[src/rtl/bp_be_late_wb_arbiter.sv]
// Late writeback arbiter: round-robin collects {rd, data} from long-latency producers
// into a small FIFO and drains one entry per cycle to the RF port with a matching scoreboard clear.
module bp_be_late_wb_arbiter #(
   parameter int num_src_p        = 2,
   parameter int data_width_p     = 64,
   parameter int reg_addr_width_p = 5,
   parameter int fifo_els_p       = 4
) (
   input  logic                                  clk_i,
   input  logic                                  reset_n_i,
   input  logic [num_src_p-1:0]                  src_v_i,
   input  logic [num_src_p*reg_addr_width_p-1:0] src_rd_i,
   input  logic [num_src_p*data_width_p-1:0]     src_data_i,
   output logic [num_src_p-1:0]                  src_yumi_o,
   output logic                                  wb_v_o,
   output logic [reg_addr_width_p-1:0]           wb_rd_o,
   output logic [data_width_p-1:0]               wb_data_o,
   input  logic                                  wb_ready_and_i,
   output logic                                  clear_v_o,
   output logic [reg_addr_width_p-1:0]           clear_rd_o,
   output logic                                  empty_o
);

   localparam int ptr_w_lp = $clog2(fifo_els_p);
   localparam int cnt_w_lp = ptr_w_lp + 1;
   localparam int src_w_lp = (num_src_p > 1) ? $clog2(num_src_p) : 1;
   localparam logic [cnt_w_lp-1:0] full_cnt_lp = cnt_w_lp'(fifo_els_p);
   localparam logic [src_w_lp-1:0] last_src_lp = src_w_lp'(num_src_p - 1);

   typedef struct packed {
      logic [reg_addr_width_p-1:0] rd;
      logic [data_width_p-1:0]     data;
   } entry_t;

   entry_t                mem_q [fifo_els_p];
   logic [ptr_w_lp-1:0]   rd_ptr_q, rd_ptr_d;
   logic [ptr_w_lp-1:0]   wr_ptr_q, wr_ptr_d;
   logic [cnt_w_lp-1:0]   count_q, count_d;
   logic [src_w_lp-1:0]   rr_q, rr_d;
   logic [src_w_lp-1:0]   winner, idx;
   logic                  grant_v, enq, deq;
   entry_t                sel_entry;

   // Scan from the highest search offset down so the first valid source in
   // rr order is the last one written. Reset gates the grant so yumi drops
   // immediately on assertion, not at the next edge.
   always_comb begin
      grant_v = 1'b0;
      winner  = rr_q;
      idx     = rr_q;
      if (reset_n_i && (count_q < full_cnt_lp)) begin
         for (int k = num_src_p - 1; k >= 0; k--) begin
            idx = src_w_lp'((int'(rr_q) + k) % num_src_p);
            if (src_v_i[idx]) begin
               grant_v = 1'b1;
               winner  = idx;
            end
         end
      end
   end

   always_comb begin
      src_yumi_o = '0;
      if (grant_v) src_yumi_o[winner] = 1'b1;
   end

   assign sel_entry.rd   = src_rd_i[winner*reg_addr_width_p +: reg_addr_width_p];
   assign sel_entry.data = src_data_i[winner*data_width_p +: data_width_p];

   // Writes to x0 are consumed but never reach the RF or the scoreboard.
   assign enq = grant_v && (sel_entry.rd != '0);

   assign wb_v_o     = (count_q != '0);
   assign empty_o    = ~wb_v_o;
   assign wb_rd_o    = mem_q[rd_ptr_q].rd;
   assign wb_data_o  = mem_q[rd_ptr_q].data;
   assign deq        = wb_v_o && wb_ready_and_i;
   assign clear_v_o  = deq;
   assign clear_rd_o = wb_rd_o;

   always_comb begin
      rd_ptr_d = rd_ptr_q;
      wr_ptr_d = wr_ptr_q;
      count_d  = count_q;
      rr_d     = rr_q;
      if (deq) rd_ptr_d = rd_ptr_q + ptr_w_lp'(1);
      if (enq) wr_ptr_d = wr_ptr_q + ptr_w_lp'(1);
      case ({enq, deq})
         2'b10:   count_d = count_q + cnt_w_lp'(1);
         2'b01:   count_d = count_q - cnt_w_lp'(1);
         default: count_d = count_q;
      endcase
      if (grant_v) rr_d = (winner == last_src_lp) ? '0 : winner + src_w_lp'(1);
   end

   // NOTE: sequential state uses non-blocking assignments so every flop samples pre-edge values.
   always_ff @(posedge clk_i or negedge reset_n_i) begin
      if (!reset_n_i) begin
         rd_ptr_q <= '0;
         wr_ptr_q <= '0;
         count_q  <= '0;
         rr_q     <= '0;
      end else begin
         rd_ptr_q <= rd_ptr_d;
         wr_ptr_q <= wr_ptr_d;
         count_q  <= count_d;
         rr_q     <= rr_d;
      end
   end

   // NOTE: entry storage is not reset; count gates visibility, so stale contents never escape.
   always_ff @(posedge clk_i) begin
      if (enq) mem_q[wr_ptr_q] <= sel_entry;
   end

endmodule

[config.mk]
export PLATFORM = sky130hd
export DESIGN_NAME = bp_be_late_wb_arbiter
export DESIGN_NICKNAME = d
export VERILOG_FILES = /design/src/rtl/bp_be_late_wb_arbiter.sv
export SDC_FILE = /design/constraint.sdc
export NUM_CORES = 1
export LEC_CHECK = 0
export BUFFER_PORTS_ARGS = -buffer_cell sky130_fd_sc_hd__buf_2
export CAP_MARGIN = 10
export CORE_MARGIN = 10
export CORE_UTILIZATION = 50
export CTS_CLUSTER_SIZE = 10
export DETAILED_ROUTE_END_ITERATION = 10
export PLACE_DENSITY = 0.76
export SLEW_MARGIN = 30
export SYNTH_ARGS = -nofsm -noshare
export SYNTH_HDL_FRONTEND = slang
export SYNTH_SLANG_ARGS = --single-unit
[constraint.sdc]
create_clock -name clk_i -period 3 [get_ports clk_i]
set_input_delay 0.6 -clock clk_i [delete_from_list [all_inputs] [get_ports clk_i]]
set_output_delay 0.6 -clock clk_i [all_outputs]
set_load 0.05 [all_outputs]
==> summary.md <==
* 11 — Worst R2R Path Depth
* 0.0291 mm2 — die area
* 284 — flops & latches, synth
* 0.0113 mm2 — synthesized cell area
* 2.15 ns — arrival time of data at the critical path endpoint
* 0.742 — weighted congestion reported at the end of routability-driven placement
* 0 — aggregate global routing overflow
* 0.944 ns — slew at the pin with the worst max-slew slack
* 56.5% — fraction of layout instances using a drive strength above 1
* 22.0% — Syn-to-layout area delta
* 55 — Placement Rows
* 6 — detailed-router iteration count before antenna repair
* 171 um — Die Height
* 0.05 ns — clock input transition at the sequential cells of the worst setup and hold paths
* 0 ns — post-route setup TNS
* 91.6% — final cycle utilization of the critical path
* 16.0% — gr usage total
* 2.75 ns — clock period minus worst slack
* 276 — number of flops mapped to enable cells by yosys
* 414 — Detailed Route Iter0 Violations
* 0 — Yosys Warn Count
* 0.0109 ns — clock tree skew after final layout
* 643 — post-synthesis net count
* 0 — DRC errors left
* 0 — Setup Buffers After CTS
* edfxtp_1 73%, mux4_2 14%, mux2_2 6.9% — leading post-synthesis cells by cell area
* 222 — number of primary I/O pins
* 0.73 ns — delay contributed by the slowest stage of the critical path
* buf_4, mux4_2, buf_2 — ordered list of cells on the worst path
* edfxtp_1 — main flop type after synthesis
* 0 — final number of hold-violating endpoints
* edfxtp_1 — cell taking the most area after synthesis
* 0 — antenna cells
* 1080 mW/mm2 — total power divided by cell area
* 2 — number of H-tree branching levels
* 5.55 — via-per-instance ratio
* 0 — max-slew violation count
* clkbuf_16 — master cell of the clock root buffer
* input pin to asynchronous set/reset pin — classification of the worst-slack hold path
* 22.9 um2 — syn_area_per_cell
* 888 — Nets
* 1032 — number of cells in the finished layout apart from fillers
* 3 — maximum number of buffers from clock root to sink
* 0 — count of antenna-violating nets left after detailed routing
* 74.9% — fraction of the yosys area taken by sequential cells
* 23100 um — Post-Route WL
* 494 — gate count after technology mapping
* 37.1% — headroom to the max-slew limit
* 633 uV — peak supply drop
* false — RSZ-0062 raised after global routing
* 0.0225 mm2 — core area
* 0 — max-capacitance violation count
* 171 um — Chip Width
* 34 — clock buffers created by TritonCTS
* 31 — top fanout value on the critical path
* 221 — number of port buffers
* register to output port — Setup CP Type
* 2.82% — share of synthesized registers carrying an async set or reset
* done — TritonCTS clock tree
* 0 — hold buffer count at cts
* 0 — final setup violating endpoints
* 988 — total instance count after detailed placement
* 276 x edfxtp_1, 221 x buf_2, 69 x mux2_2, 69 x mux4_2, 34 x clkbuf_16 — most frequent cells in the layout
* 364 MHz — maximum achievable frequency
* 0 — antenna violations before repair
* dfrtp_4 — cell with the biggest individual delay on the critical path
* 5723 — detailed-route via count
* 50.4% — initial cell density of the core
* edfxtp_1 — most common library cell in the layout ignoring fill and taps
* register — crit path launch type
* 4.92 nW — static leakage
* 15300 um — sum of net half-perimeters after detailed placement
* 284 — number of clock sinks
* 22.4 um — average routed wire per standard cell
* 70 — maximum number of pins on one net before global-route repair
* 30 — Yosys cell types
* 2.40 ns — data required time at the worst endpoint
* complete, no violations — status
* 6621 — via count of the first global-routing pass
* 0 — post-cts repair resize count
* output port — CP Capture Type
* 73.1% — area fraction of the dominant cell type after synthesis
* 36200 um — first-pass GRT wire length
* 0.49 ns — latest clock arrival within the worst-skew pair
[critical path: cells and delay by family, from the launching register on]
family | cells | cell delay (ns)
DFF | 1 | 0.73
buffers and inverters | 2 | 0.56
muxes | 1 | 0.36
[logic make-up (layout without fill, tap and decap cells)]
| family | after synthesis | after routing | synth area share (%) |
|---|---|---|---|
| xor+xnor | 6 | 6 | 0.464 |
| compound gates | 5 | 5 | 0.519 |
| fa+ha+maj | 6 | 6 | 0.729 |
| flops | 284 | 284 | 74.9 |
| simple gates | 18 | 18 | 0.994 |
| mux | 140 | 140 | 20.8 |
| buf+inv | 35 | 288 | 1.59 |
[synth_stat cells (2+ instances only)]
cell and number:
and2_1 5, buf_2 12, buf_4 5, buf_6 2
clkbuf_1 9, dfrtp_1 8, edfxtp_1 276, ha_1 5
inv_1 7, mux2_2 69, mux4_2 69, nand2_1 2
nor2_1 3, or4_1 2, xnor2_1 3, xor2_1 3
[path summary, 6_finish.rpt]
path	startpoint	slack, ns	endpoint
max	rd_ptr_q[1]$_DFFE_PN0P_	0.25	clear_rd_o[2]
min	reset_n_i	0.02	rr_q$_DFFE_PN0P_
max reg2reg	count_q[2]$_DFFE_PN0P_	0.59	count_q[2]$_DFFE_PN0P_
min reg2reg	count_q[0]$_DFFE_PN0P_	0.50	count_q[0]$_DFFE_PN0P_
max in group asynchronous	reset_n_i	2.83	rd_ptr_q[1]$_DFFE_PN0P_
min in group clk_i	src_data_i[113]	0.46	mem_q[3][49]$_DFFE_PP_
[layout make-up]
type / count / area, um2
fillers: 1556 / 8680
flip-flops and latches: 284 / 8500
multi-input cells: 175 / 2670
repair buffers: 237 / 1360
clock buffers: 39 / 870
well taps: 285 / 357
clock inverters: 5 / 41.3
inverters: 7 / 26.3
[state kept, by name (all words and copies together), names as in the netlist]
signal	cells
rd_ptr_q	2
wr_ptr_q	2
rr_q	1
count_q	3
mem_q	276
[per-layer routing]
layer	global-route usage (%)	share of wire [%]
met2	27.3	51
met4	3.78	1.4
met3	4.63	8.2
met1	19.8	39
met5	0	0
[power breakdown]
part | internal (mW) | switching, mW | leakage, nW
registers | 5.22 | 0.261 | 2.59
logic | 2.02 | 4.06 | 1.89
clock network | 2.04 | 1.36 | 0.444
total | 9.28 | 5.69 | 4.92
[through the flow]
step	util [%]	hold slack (ns)	power, mW	setup slack, ns	instance area (um2)
floorplan	-	0.304	10.2	0.199	11300
global placement	57.4	0.478	11.6	0.288	12900
detailed placement	57.4	0.490	11.7	0.217	12900
CTS	61.4	0.00135	15.2	0.192	13800
global route	61.4	0.0187	15.6	0.148	13800
finish	61.4	0.0187	15.0	0.253	13800
No activity file was read; power rests on OpenSTA's default activity.
